==> src/rtl/audio_mixer_nch_if.sv <==
// rtl/audio_mixer_nch_if.sv - sample strobe, channel/gain/level inputs and mixed outputs of the N-channel mixer
interface audio_mixer_nch_if #(
    parameter int NCH  = 4,
    parameter int IW   = 8,
    parameter int GW   = 4,
    parameter int NBIT = 3,
    parameter int OW   = 16
);
    localparam int NB = (NBIT > 0) ? NBIT : 1;

    logic                  sample_stb;
    logic [NCH*IW-1:0]     ch_in;
    logic [NCH*GW-1:0]     gain_l;
    logic [NCH*GW-1:0]     gain_r;
    logic [NB-1:0]         bit_in;
    logic [NB*(OW-1)-1:0]  bit_lvl;
    logic [OW-1:0]         audio_l;
    logic [OW-1:0]         audio_r;
    logic                  out_valid;
    logic                  busy;
    logic                  overrun;
    logic                  clip;

    modport master (
        output sample_stb, ch_in, gain_l, gain_r, bit_in, bit_lvl,
        input  audio_l, audio_r, out_valid, busy, overrun, clip
    );

    modport slave (
        input  sample_stb, ch_in, gain_l, gain_r, bit_in, bit_lvl,
        output audio_l, audio_r, out_valid, busy, overrun, clip
    );
endinterface

==> src/rtl/audio_mixer_nch.sv <==
// rtl/audio_mixer_nch.sv - time-multiplexed stereo mixer of NCH multi-bit channels plus NBIT one-bit sources
// One channel is scaled and accumulated per clock; the result is clipped to the positive half-range.
module audio_mixer_nch #(
    parameter int NCH  = 4,
    parameter int IW   = 8,
    parameter int GW   = 4,
    parameter int NBIT = 3,
    parameter int OW   = 16
) (
    input  logic               clk,
    input  logic               reset_n,
    audio_mixer_nch_if.slave   bus
);
    localparam int NB  = (NBIT > 0) ? NBIT : 1;
    localparam int LW  = OW - 1;
    localparam int EW  = OW - 3;
    localparam int PW  = EW + GW;
    localparam int TW  = PW - 3;
    localparam int AW  = OW + $clog2(NCH) + 1;
    localparam int IXW = (NCH > 1) ? $clog2(NCH) : 1;
    localparam logic [AW-1:0] MAXV = {{(AW-LW){1'b0}}, {LW{1'b1}}};

    typedef enum logic [1:0] {S_IDLE, S_ACC, S_BITS, S_SAT} state_t;

    state_t                state_q, state_d;
    logic [IXW-1:0]        idx_q, idx_d;
    logic [NCH*IW-1:0]     ch_q, ch_d;
    logic [NCH*GW-1:0]     gl_q, gl_d;
    logic [NCH*GW-1:0]     gr_q, gr_d;
    logic [NB-1:0]         bit_q, bit_d;
    logic [NB*LW-1:0]      lvl_q, lvl_d;
    logic [AW-1:0]         acc_l_q, acc_l_d;
    logic [AW-1:0]         acc_r_q, acc_r_d;
    logic [OW-1:0]         audio_l_q, audio_l_d;
    logic [OW-1:0]         audio_r_q, audio_r_d;
    logic                  valid_q, valid_d;
    logic                  overrun_q, overrun_d;
    logic                  clip_q, clip_d;

    logic [IW-1:0]         samp;
    logic [EW-1:0]         esamp;
    logic [GW-1:0]         g_l, g_r;
    logic [PW-1:0]         prod_l, prod_r;
    logic [AW-1:0]         bits_sum;
    logic                  sat_l, sat_r;

    // Widen a sample to EW bits by repeating it MSB-first, so full scale maps to all ones.
    function automatic logic [EW-1:0] expand(input logic [IW-1:0] s);
        logic [EW-1:0] e;
        e = '0;
        for (int i = 0; i < EW; i++) begin
            e[EW-1-i] = s[IW-1-(i % IW)];
        end
        return e;
    endfunction

    always_comb begin
        samp   = ch_q[idx_q*IW +: IW];
        g_l    = gl_q[idx_q*GW +: GW];
        g_r    = gr_q[idx_q*GW +: GW];
        esamp  = expand(samp);
        prod_l = {{GW{1'b0}}, esamp} * {{EW{1'b0}}, g_l};
        prod_r = {{GW{1'b0}}, esamp} * {{EW{1'b0}}, g_r};
    end

    always_comb begin
        bits_sum = '0;
        for (int j = 0; j < NBIT; j++) begin
            if (bit_q[j]) begin
                bits_sum = bits_sum + {{(AW-LW){1'b0}}, lvl_q[j*LW +: LW]};
            end
        end
    end

    assign sat_l = (acc_l_q > MAXV);
    assign sat_r = (acc_r_q > MAXV);

    always_comb begin
        state_d   = state_q;
        idx_d     = idx_q;
        ch_d      = ch_q;
        gl_d      = gl_q;
        gr_d      = gr_q;
        bit_d     = bit_q;
        lvl_d     = lvl_q;
        acc_l_d   = acc_l_q;
        acc_r_d   = acc_r_q;
        audio_l_d = audio_l_q;
        audio_r_d = audio_r_q;
        valid_d   = 1'b0;
        clip_d    = clip_q;
        overrun_d = bus.sample_stb && (state_q != S_IDLE);

        case (state_q)
            S_IDLE: begin
                if (bus.sample_stb) begin
                    ch_d    = bus.ch_in;
                    gl_d    = bus.gain_l;
                    gr_d    = bus.gain_r;
                    bit_d   = bus.bit_in;
                    lvl_d   = bus.bit_lvl;
                    acc_l_d = '0;
                    acc_r_d = '0;
                    idx_d   = '0;
                    state_d = S_ACC;
                end
            end
            S_ACC: begin
                acc_l_d = acc_l_q + {{(AW-TW){1'b0}}, prod_l[PW-1:3]};
                acc_r_d = acc_r_q + {{(AW-TW){1'b0}}, prod_r[PW-1:3]};
                if (idx_q == IXW'(NCH-1)) begin
                    state_d = S_BITS;
                end else begin
                    idx_d = idx_q + IXW'(1);
                end
            end
            S_BITS: begin
                acc_l_d = acc_l_q + bits_sum;
                acc_r_d = acc_r_q + bits_sum;
                state_d = S_SAT;
            end
            S_SAT: begin
                audio_l_d = sat_l ? MAXV[OW-1:0] : acc_l_q[OW-1:0];
                audio_r_d = sat_r ? MAXV[OW-1:0] : acc_r_q[OW-1:0];
                valid_d   = 1'b1;
                clip_d    = clip_q | sat_l | sat_r;
                state_d   = S_IDLE;
            end
            default: state_d = S_IDLE;
        endcase
    end

    always_ff @(posedge clk or negedge reset_n) begin
        if (!reset_n) begin
            state_q   <= S_IDLE;
            idx_q     <= '0;
            ch_q      <= '0;
            gl_q      <= '0;
            gr_q      <= '0;
            bit_q     <= '0;
            lvl_q     <= '0;
            acc_l_q   <= '0;
            acc_r_q   <= '0;
            audio_l_q <= '0;
            audio_r_q <= '0;
            valid_q   <= 1'b0;
            overrun_q <= 1'b0;
            clip_q    <= 1'b0;
        end else begin
            state_q   <= state_d;
            idx_q     <= idx_d;
            ch_q      <= ch_d;
            gl_q      <= gl_d;
            gr_q      <= gr_d;
            bit_q     <= bit_d;
            lvl_q     <= lvl_d;
            acc_l_q   <= acc_l_d;
            acc_r_q   <= acc_r_d;
            audio_l_q <= audio_l_d;
            audio_r_q <= audio_r_d;
            valid_q   <= valid_d;
            overrun_q <= overrun_d;
            clip_q    <= clip_d;
        end
    end

    assign bus.audio_l   = audio_l_q;
    assign bus.audio_r   = audio_r_q;
    assign bus.out_valid = valid_q;
    assign bus.busy      = (state_q != S_IDLE);
    assign bus.overrun   = overrun_q;
    assign bus.clip      = clip_q;
endmodule
==> src/flat_wrapper.sv <==
// flat-port wrapper written by rule: the top's interface ports become plain ports
module audio_mixer_nch_flat 
#(
    parameter int NCH  = 4,
    parameter int IW   = 8,
    parameter int GW   = 4,
    parameter int NBIT = 3,
    parameter int OW   = 16
)
  (clk, reset_n, bus_sample_stb, bus_ch_in, bus_gain_l, bus_gain_r, bus_bit_in, bus_bit_lvl, bus_audio_l, bus_audio_r, bus_out_valid, bus_busy, bus_overrun, bus_clip);
  audio_mixer_nch_if #(.NCH(NCH), .IW(IW), .GW(GW), .NBIT(NBIT), .OW(OW)) bus_i ();
  input  logic clk;
  input  logic reset_n;
  input wire logic [$bits(bus_i.sample_stb)-1:0] bus_sample_stb;
  input wire logic [$bits(bus_i.ch_in)-1:0] bus_ch_in;
  input wire logic [$bits(bus_i.gain_l)-1:0] bus_gain_l;
  input wire logic [$bits(bus_i.gain_r)-1:0] bus_gain_r;
  input wire logic [$bits(bus_i.bit_in)-1:0] bus_bit_in;
  input wire logic [$bits(bus_i.bit_lvl)-1:0] bus_bit_lvl;
  output wire logic [$bits(bus_i.audio_l)-1:0] bus_audio_l;
  output wire logic [$bits(bus_i.audio_r)-1:0] bus_audio_r;
  output wire logic [$bits(bus_i.out_valid)-1:0] bus_out_valid;
  output wire logic [$bits(bus_i.busy)-1:0] bus_busy;
  output wire logic [$bits(bus_i.overrun)-1:0] bus_overrun;
  output wire logic [$bits(bus_i.clip)-1:0] bus_clip;
  assign bus_i.sample_stb = bus_sample_stb;
  assign bus_i.ch_in = bus_ch_in;
  assign bus_i.gain_l = bus_gain_l;
  assign bus_i.gain_r = bus_gain_r;
  assign bus_i.bit_in = bus_bit_in;
  assign bus_i.bit_lvl = bus_bit_lvl;
  assign bus_audio_l = bus_i.audio_l;
  assign bus_audio_r = bus_i.audio_r;
  assign bus_out_valid = bus_i.out_valid;
  assign bus_busy = bus_i.busy;
  assign bus_overrun = bus_i.overrun;
  assign bus_clip = bus_i.clip;
  audio_mixer_nch #(.NCH(NCH), .IW(IW), .GW(GW), .NBIT(NBIT), .OW(OW)) u_core (.clk(clk), .reset_n(reset_n), .bus(bus_i));
endmodule
==> config.mk <==
export PLATFORM = sky130hd
export DESIGN_NAME = audio_mixer_nch_flat
export DESIGN_NICKNAME = d
export VERILOG_FILES = /design/src/rtl/audio_mixer_nch_if.sv /design/src/rtl/audio_mixer_nch.sv /design/src/flat_wrapper.sv
export SDC_FILE = /design/constraint.sdc
export NUM_CORES = 1
export LEC_CHECK = 0
export ABC_AREA = 0
export CAP_MARGIN = 20
export CORE_ASPECT_RATIO = 1.4
export CORE_MARGIN = 10
export CORE_UTILIZATION = 63
export CTS_CLUSTER_SIZE = 12
export DETAILED_ROUTE_END_ITERATION = 16
export PLACE_DENSITY = 0.85
export SYNTH_ARGS = -nofsm -noshare
export SYNTH_HDL_FRONTEND = slang
export SYNTH_SLANG_ARGS = --single-unit
==> constraint.sdc <==
create_clock -name clk -period 10.9 [get_ports clk]
set_clock_uncertainty 0.15 [all_clocks]
set_input_delay 2.18 -clock clk [delete_from_list [all_inputs] [get_ports clk]]
set_output_delay 2.18 -clock clk [all_outputs]
set_load 0.02 [all_outputs]
# Word level (Yosys, flattened, before mapping)
# Index checks and enable logic that the tools add are counted.
# totals
ff_bits	189
in_bits	115
out_inout_bits	36
word_cells	61
# op_classes
n_addsub	7
n_mul	2
order_cmp	2
eq_ne	7
shift	3
muxes	15
bitwise_logic	2
reduce_logical	9
# op_table
operator	count
case mux 19 bit (3 select lines)	2
two-way mux 19 bit	3
adder 19 x 14 -> 19 bit	2
adder 19 bit	2
greater-than comparator 19 x 15 -> 1 bit, second input constant	2
multiplier 13 x 4 -> 17 bit	2
two-way mux 16 bit	2
variable part select 16 x 5 -> 4 bit	2
variable part select 32 x 6 -> 8 bit	1
adder 19 x 15 -> 19 bit	1
adder 15 x 15 -> 16 bit	1
two-way mux 15 bit	1
two-way mux 2 bit	4
case mux 2 bit (4 select lines)	1
== test 2 bit, second input constant	3
AND reduction 2 bit	3
inequality test 2 bit, second input constant	2
case mux 2 bit (2 select lines)	1
nonzero test 2 bit	2
AND reduction 3 bit	1
nonzero test 3 bit	1
adder 2 x 1 -> 2 bit, second input constant	1
== test 2 x 1 -> 1 bit, second input constant	1
zero test 2 bit	1
other kinds (4)	5

# Logic depth before layout (Yosys ltp)
# Gate-level depths: netlist of run 1.
# depth
ltp_word	7
ltp_mapped	33
depth_no_buf	29

# Worst setup path after synthesis of run 1
# Ideal clock, no wire load.
# synth_timing
path_type	register -> register
start	register u_core.bit_q[0]
end	register u_core.acc_r_q[18]
setup_time_ps	120
t_arrival_ps	7089
required_time_ps	10630
slack_ps	3541
stages_incl_launch_ff	32
n_path_buf	4
period_less_slack_ps	7359
path_cell_list	dfrtp_1 buf_2 buf_2 buf_1 clkbuf_1 nand2_1 inv_1 ha_1 fa_1 maj3_1 o211ai_1 o21ai_1 or2_2 o31ai_1 a21oi_1 or3_1 nand3_1 xor2_1 ha_1 and4_1 a221o_1 a21o_1 a21o_1 o31ai_1 mux2_2 a211oi_1 ha_1 and3_1 a2111oi_0 o21bai_1 a32o_1 a31o_2
# synth_via
elab_chain_cells	7
# synth_lines
item	line	source
start: declaration	audio_mixer_nch.sv:30	logic [NB-1:0] bit_q, bit_d;
start signal: assignment	audio_mixer_nch.sv:155	bit_q <= bit_d;
two-way mux 15 bit (*)	audio_mixer_nch.sv:69	if (bit_q[j]) begin
adder 15 x 15 -> 16 bit	audio_mixer_nch.sv:70	bits_sum = bits_sum + {{(AW-LW){1'b0}}, lvl_q[j*LW +: LW]};
two-way mux 19 bit (*)	audio_mixer_nch.sv:69	
adder 19 x 15 -> 19 bit	audio_mixer_nch.sv:70	
two-way mux 19 bit (*)	audio_mixer_nch.sv:69	
adder 19 bit (*)	audio_mixer_nch.sv:119	acc_r_d = acc_r_q + bits_sum;
case mux 19 bit (3 select lines) (*)	audio_mixer_nch.sv:94	case (state_q)
end signal: assignment	audio_mixer_nch.sv:158	acc_r_q <= acc_r_d;
end: declaration	audio_mixer_nch.sv:33	logic [AW-1:0] acc_r_q, acc_r_d;
# Mark *: on every way between the ends. The rest lies on a longest branch, timed or not.
# A chain may end at the register's enable or synchronous reset.

# Worst setup path after layout of run 1
# Ends and elaborated chain as after synthesis.

==> reports/metrics.cfg, run 1 <==
[die]
initial_core_util_pct = 63.9
die_area_mm2 = 0.0286
dieWidth_um = 146
die_h_um = 196
io_pins = 151
row_count = 64
core_mm2 = 0.0219

[synthesis]
yosysTopAreaCellShare_pct = 33.9
synth_edf_count = 0
syn-cell-area_mm2 = 0.0140
netlist_top_cells_area = dfrtp_1 34%, ha_1 9.5%, mux2_2 9.3%
synth_common_cells = 189 x dfrtp_1, 127 x nand2_1, 117 x nor2_1
ys_types = 75
seq_area_frac_synth_pct = 33.9
yosys.area.top_type = dfrtp_1
ys_ff_latch = 189
synthFlopType = dfrtp_1
syn-num-nets = 1719
yosysMostFrequentCell = dfrtp_1
yosys_warnings = 0
synthCells = 1458
post_synth.cell_area_avg_um2 = 9.58
synthArstFlopShare_pct = 100

[routing]
antenna_left = 0
drt-total-wl_um = 35500
wire_per_inst_um = 18.8
dr.pass1.iters = 7
drt_first_iter_violations = 711
vias = 11330
vias_per_cell = 6.00
drc = 0

[timing]
fmax_mhz = 123
setup_viol = 0
fin_crit_sh_pct = 74.4
tightest_slew_ns = 1.04
grt_setup_unrepaired = false
finalCriticalPeriod_ns = 8.11
finalSetupTns_ns = 0
slew-limit-headroom_pct = 30.0
slew_violations = 0
finalHoldViolations = 0

[run_status]
status = finished, final reports clean

[placed_design]
hpwl_um = 27400
numPortBuffers = 150
finalWeightedCongestion = 0.976

[global_routing]
grt_pass1_vias = 11722
grt_max_degree = 70
grt_pass1_wl_um = 58100
track_usage_pct = 24.7
gr-total-overflow = 0
antenna_found_initial = 2

[final_layout]
nets = 1836
layout-drive-gt1-share_pct = 11.8
nFillCells = 1524
synthToLayoutAreaGrowth_pct = 16.4

[worst_setup_path]
max_stage_delay_ns = 0.76
reg2reg_from = u_core.bit_q[0]
cp_max_fo = 35
critPathLaunchType = flop
path_class = flop to flop
crit_arrival_ns = 8.30
crit_path_start = u_core.bit_q[0]
worst_path_most_repeated_cell = ha_1
cpMaxStageDelayCell = dfrtp_1
cp_data_required_time_ns = 11.09
cp-end-kind = flop

[clock_network]
numClockSinks = 189
cts_hold_buf = 0
post_cts_buffers = 0
cts.repair.resized = 0
htreeDepth = 4
clock-root-buffer = clkbuf_16
cts_made_buffers = 17
cts_tree = done
path_clk_slew_ns = 0.07
clockBufferDepth = 2
insertion_delay_ns = 0.46

[min_path]
hp-start = u_core.bus.clip
hold_path.class = flop to flop

[job]
maxCapViolCount = 0

==> stage by stage <==
step	instances	cell area [um2]	utilization [%]	hold WS [ns]	setup WS, ns
after floorplan	1458	14000	-	0.318	3.54
after global placement	1852	15700	71.7	0.298	3.24
after detailed placement	1852	15700	71.7	0.301	3.06
after CTS	1884	16200	74.2	0.323	2.89
after global routing	1887	16300	74.4	0.332	2.37
final	1887	16300	74.4	0.316	2.79
==> layout by cell type, fill, tap and decap left out, drive strengths merged, types with 33 or more instances in the layout <==
cell type      Yosys  layout
clkdlybuf4s50      0     149
ha               106     106
a21o              33      33
fa                40      40
inv               95     103
dfrtp            189     189
mux2             115     115
and2              52      52
xnor2             45      45
a21oi            114     114
nand2            127     127
o21ai             89      89
nor2             117     117
==> final timing paths <==
check / slack (ns) / depth (start not counted) / endpoint
max: 2.79 / 29 / u_core.acc_r_q[18]
min: 0.32 / 1 / u_core.bus.clip
max reg2reg: 2.79 / 29 / u_core.acc_r_q[18]
min reg2reg: 0.32 / 1 / u_core.bus.clip
max in group asynchronous: 7.84 / 2 / u_core.ch_q[13]
min in group asynchronous: 1.53 / 1 / u_core.lvl_q[24]
==> registers in the layout (all words and copies together), names as in the netlist, 3 cells and up <==
| signal | flops |
|---|---|
| u_core.lvl_q | 45 |
| u_core.ch_q | 32 |
| u_core.acc_l_q | 19 |
| u_core.acc_r_q | 19 |
| u_core.bus.audio_l | 16 |
| u_core.bus.audio_r | 16 |
| u_core.gl_q | 16 |
| u_core.gr_q | 16 |
| u_core.bit_q | 3 |
==> per-layer routing <==
layer / vias to the layer above / wire (um) / GRT usage, %
met3: 96 / 1900 / 5.20
met1: 5491 / 13800 / 27.5
met4: 0 / 1610 / 13.4
met5: - / 0 / 0
li1: 5384 / - / -
met2: 359 / 18200 / 43.4
==> area by class of cell <==
cell class / instances / area, um2 / area share (%)
Inverter: 96 / 360 / 2.22
Timing Repair Buffer: 159 / 1590 / 9.79
Sequential cell: 189 / 4730 / 29.1
Clock inverter: 13 / 119 / 0.731
Clock buffer: 19 / 443 / 2.72
Tap cell: 297 / 372 / 2.28
Antenna cell: 2 / 5.00 / 0.0308
Multi-Input combinational cell: 1112 / 8640 / 53.1
==> critical path, delay by kind of cell (launching register included) <==
| family | cells | cell delay (ns) |
|---|---|---|
| fa+ha+maj | 5 | 1.74 |
| compound gates | 16 | 3.76 |
| flops | 1 | 0.76 |
| buf+inv | 1 | 0.06 |
| xor+xnor | 2 | 0.32 |
| simple gates | 5 | 1.20 |
==> logic make-up (layout without fill, tap and decap cells) <==
kind of cell,after synthesis,count (layout),synth area share [%]
AND/OR/NAND/NOR,402,402,13.6
AO/OA/AOI/OAI,355,355,16.1
multiplexers,134,134,12.1
buffers and inverters,157,287,4.33
flip-flops,189,189,33.9
other,0,2,0
adder cells (fa/ha/maj),149,149,15.4
XOR/XNOR,72,72,4.52
Power of run 1 is not shown: default switching activity piles up to over one toggle a cycle in this logic, so the estimate is an artifact.
==> run 2: changes to the inputs <==
- CORE_UTILIZATION: 63 -> 58
- PLACE_DENSITY: 0.85 -> 0.79
- clock period: 10.9 -> 8.31 ns (I/O delays scaled with it)
==> run 2 against run 1 <==
Compared with the run above: cell area rose by 0.36%; count of clock-buffer cells in the layout decreased by 2; utilization down 5.8 points; cell count rose by 0.58%; register-to-register slack got worse by 2.1 ns; largest cell class unchanged.
==> reports/metrics.cfg, run 2 (synthesis gave the netlist of run 1 again) <==
[timing]
worst_hold_slack_ns = 0.319  ; +0.00202 ns
tightest_slew_ns = 1.17  ; +0.133 ns
grt_setup_unrepaired = false
finalSetupTns_ns = 0  ; unchanged
finalHoldViolations = 0  ; unchanged
fmax_mhz = 132  ; +6.7%
slew_violations = 0  ; unchanged
fin_crit_sh_pct = 91.5  ; +17 points
finalCriticalPeriod_ns = 7.60  ; -0.510 ns
setup_viol = 0  ; unchanged
slew-limit-headroom_pct = 21.1  ; -8.9 points

[routing]
drt-total-wl_um = 34200  ; -3.6%
vias_per_cell = 5.84  ; -2.7%
vias = 11087  ; -2.1%
wire_per_inst_um = 18.0  ; -4.2%
drc = 0  ; unchanged
dr.pass1.iters = 5  ; -2
drt_first_iter_violations = 490  ; -31%
antenna_left = 0  ; unchanged

[global_routing]
grt_max_degree = 117  ; +67%
gr-total-overflow = 0  ; unchanged
grt_pass1_vias = 11363  ; -3.1%
grt_pass1_wl_um = 55900  ; -3.7%
track_usage_pct = 22.4  ; -2.3 points
antenna_found_initial = 0  ; -2

[final_layout]
biggestRegsByFlops = u_core.lvl_q x45, u_core.ch_q x32
layout_common_cells = 189 x dfrtp_1, 149 x clkdlybuf4s50_1, 126 x nand2_1
largest_reg_flops = 45  ; unchanged
layout_commonest_cell = dfrtp_1
antenna_cells = 0  ; -2
layout-drive-gt1-share_pct = 11.8  ; +0.063 points
nets = 1836  ; unchanged
synthToLayoutAreaGrowth_pct = 16.9
regMostFlops = u_core.lvl_q

[die]
initial_core_util_pct = 58.7  ; -5.2 points
die_area_mm2 = 0.0308  ; +7.6%
row_count = 67  ; +4.7%
core_mm2 = 0.0238  ; +8.9%
dieWidth_um = 151  ; +3.6%
io_pins = 151  ; unchanged
die_h_um = 204  ; +3.8%

[worst_setup_path]
cp_data_required_time_ns = 8.50  ; -2.59 ns
crit_arrival_ns = 7.80  ; -0.50 ns
cp-end-kind = flop
cpMaxStageDelayCell = a2111oi_0
cp_max_fo = 7  ; -80%
path_class = flop to flop
critPathLaunchType = flop
max_stage_delay_ns = 0.68  ; -0.08 ns

[clock_network]
cts_tree = done
clock-root-buffer = clkbuf_16
cts_hold_buf = 0  ; unchanged
cts.repair.resized = 0  ; unchanged
path_clk_slew_ns = 0.08  ; about the same
cts_made_buffers = 17  ; unchanged
insertion_delay_ns = 0.46  ; about the same
htreeDepth = 4  ; unchanged
numClockSinks = 189  ; unchanged
clockBufferDepth = 2  ; unchanged
post_cts_buffers = 0  ; unchanged

[placed_design]
finalWeightedCongestion = 0.919  ; -5.8%
hpwl_um = 26600  ; -2.7%
numPortBuffers = 150  ; unchanged

[run_status]
status = finished, final reports clean

[min_path]
hold_path.class = flop to flop

[job]
maxCapViolCount = 0  ; unchanged

## run 2: through the flow
step | cell area (um2) | instances | utilization [%] | worst slack [ns]
2_1_floorplan | 14000 | 1458 | - | 0.951
5_1_grt | 16300 | 1898 | 68.6 | 0.258
3_5_place_dp | 15700 | 1865 | 65.9 | 0.860
4_1_cts | 16300 | 1897 | 68.5 | 0.742
6_report | 16300 | 1898 | 68.6 | 0.708
3_3_place_gp | 15700 | 1865 | 65.9 | 1.05
## run 2: final timing paths
kind | depth (start not counted) | slack [ns] | from | endpoint
worst min register to register | 1 | 0.32 | u_core.bus.clip | u_core.bus.clip
min in group asynchronous | 1 | 1.15 | reset_n | u_core.lvl_q[26]
worst min-delay path | 1 | 0.32 | u_core.bus.clip | u_core.bus.clip
max in group asynchronous | 2 | 5.39 | reset_n | u_core.bus.audio_l[1]
worst max register to register | 29 | 0.71 | u_core.bit_q[0] | u_core.acc_r_q[18]
worst max-delay path | 29 | 0.71 | u_core.bit_q[0] | u_core.acc_r_q[18]
## run 2: routing by layer
layer,GRT usage [%],vias up,wire [um]
li1,-,5373,-
met1,26.7,5359,14100
met2,37.8,290,17000
met3,4.64,65,1630
met4,10.3,0,1390
met5,0,-,0
## run 2: critical path, delay by kind of cell (launching register included)
kind / cells / cell delay [ns]
compound gates: 16 / 3.97
buf+inv: 1 / 0.05
xor+xnor: 2 / 0.32
flops: 1 / 0.39
fa+ha+maj: 5 / 1.75
simple gates: 5 / 0.86
## run 2: area by class of cell
| type | count | area [um2] |
|---|---|---|
| Multi-Input combinational cell | 1112 | 8640 |
| Fill cell | 1857 | 7490 |
| Sequential cell | 189 | 4730 |
| Timing Repair Buffer | 159 | 1590 |
| Clock buffer | 17 | 425 |
| Tap cell | 310 | 388 |
| Inverter | 96 | 360 |
| Clock inverter | 15 | 191 |
Power of run 2 is left out for the same reason.
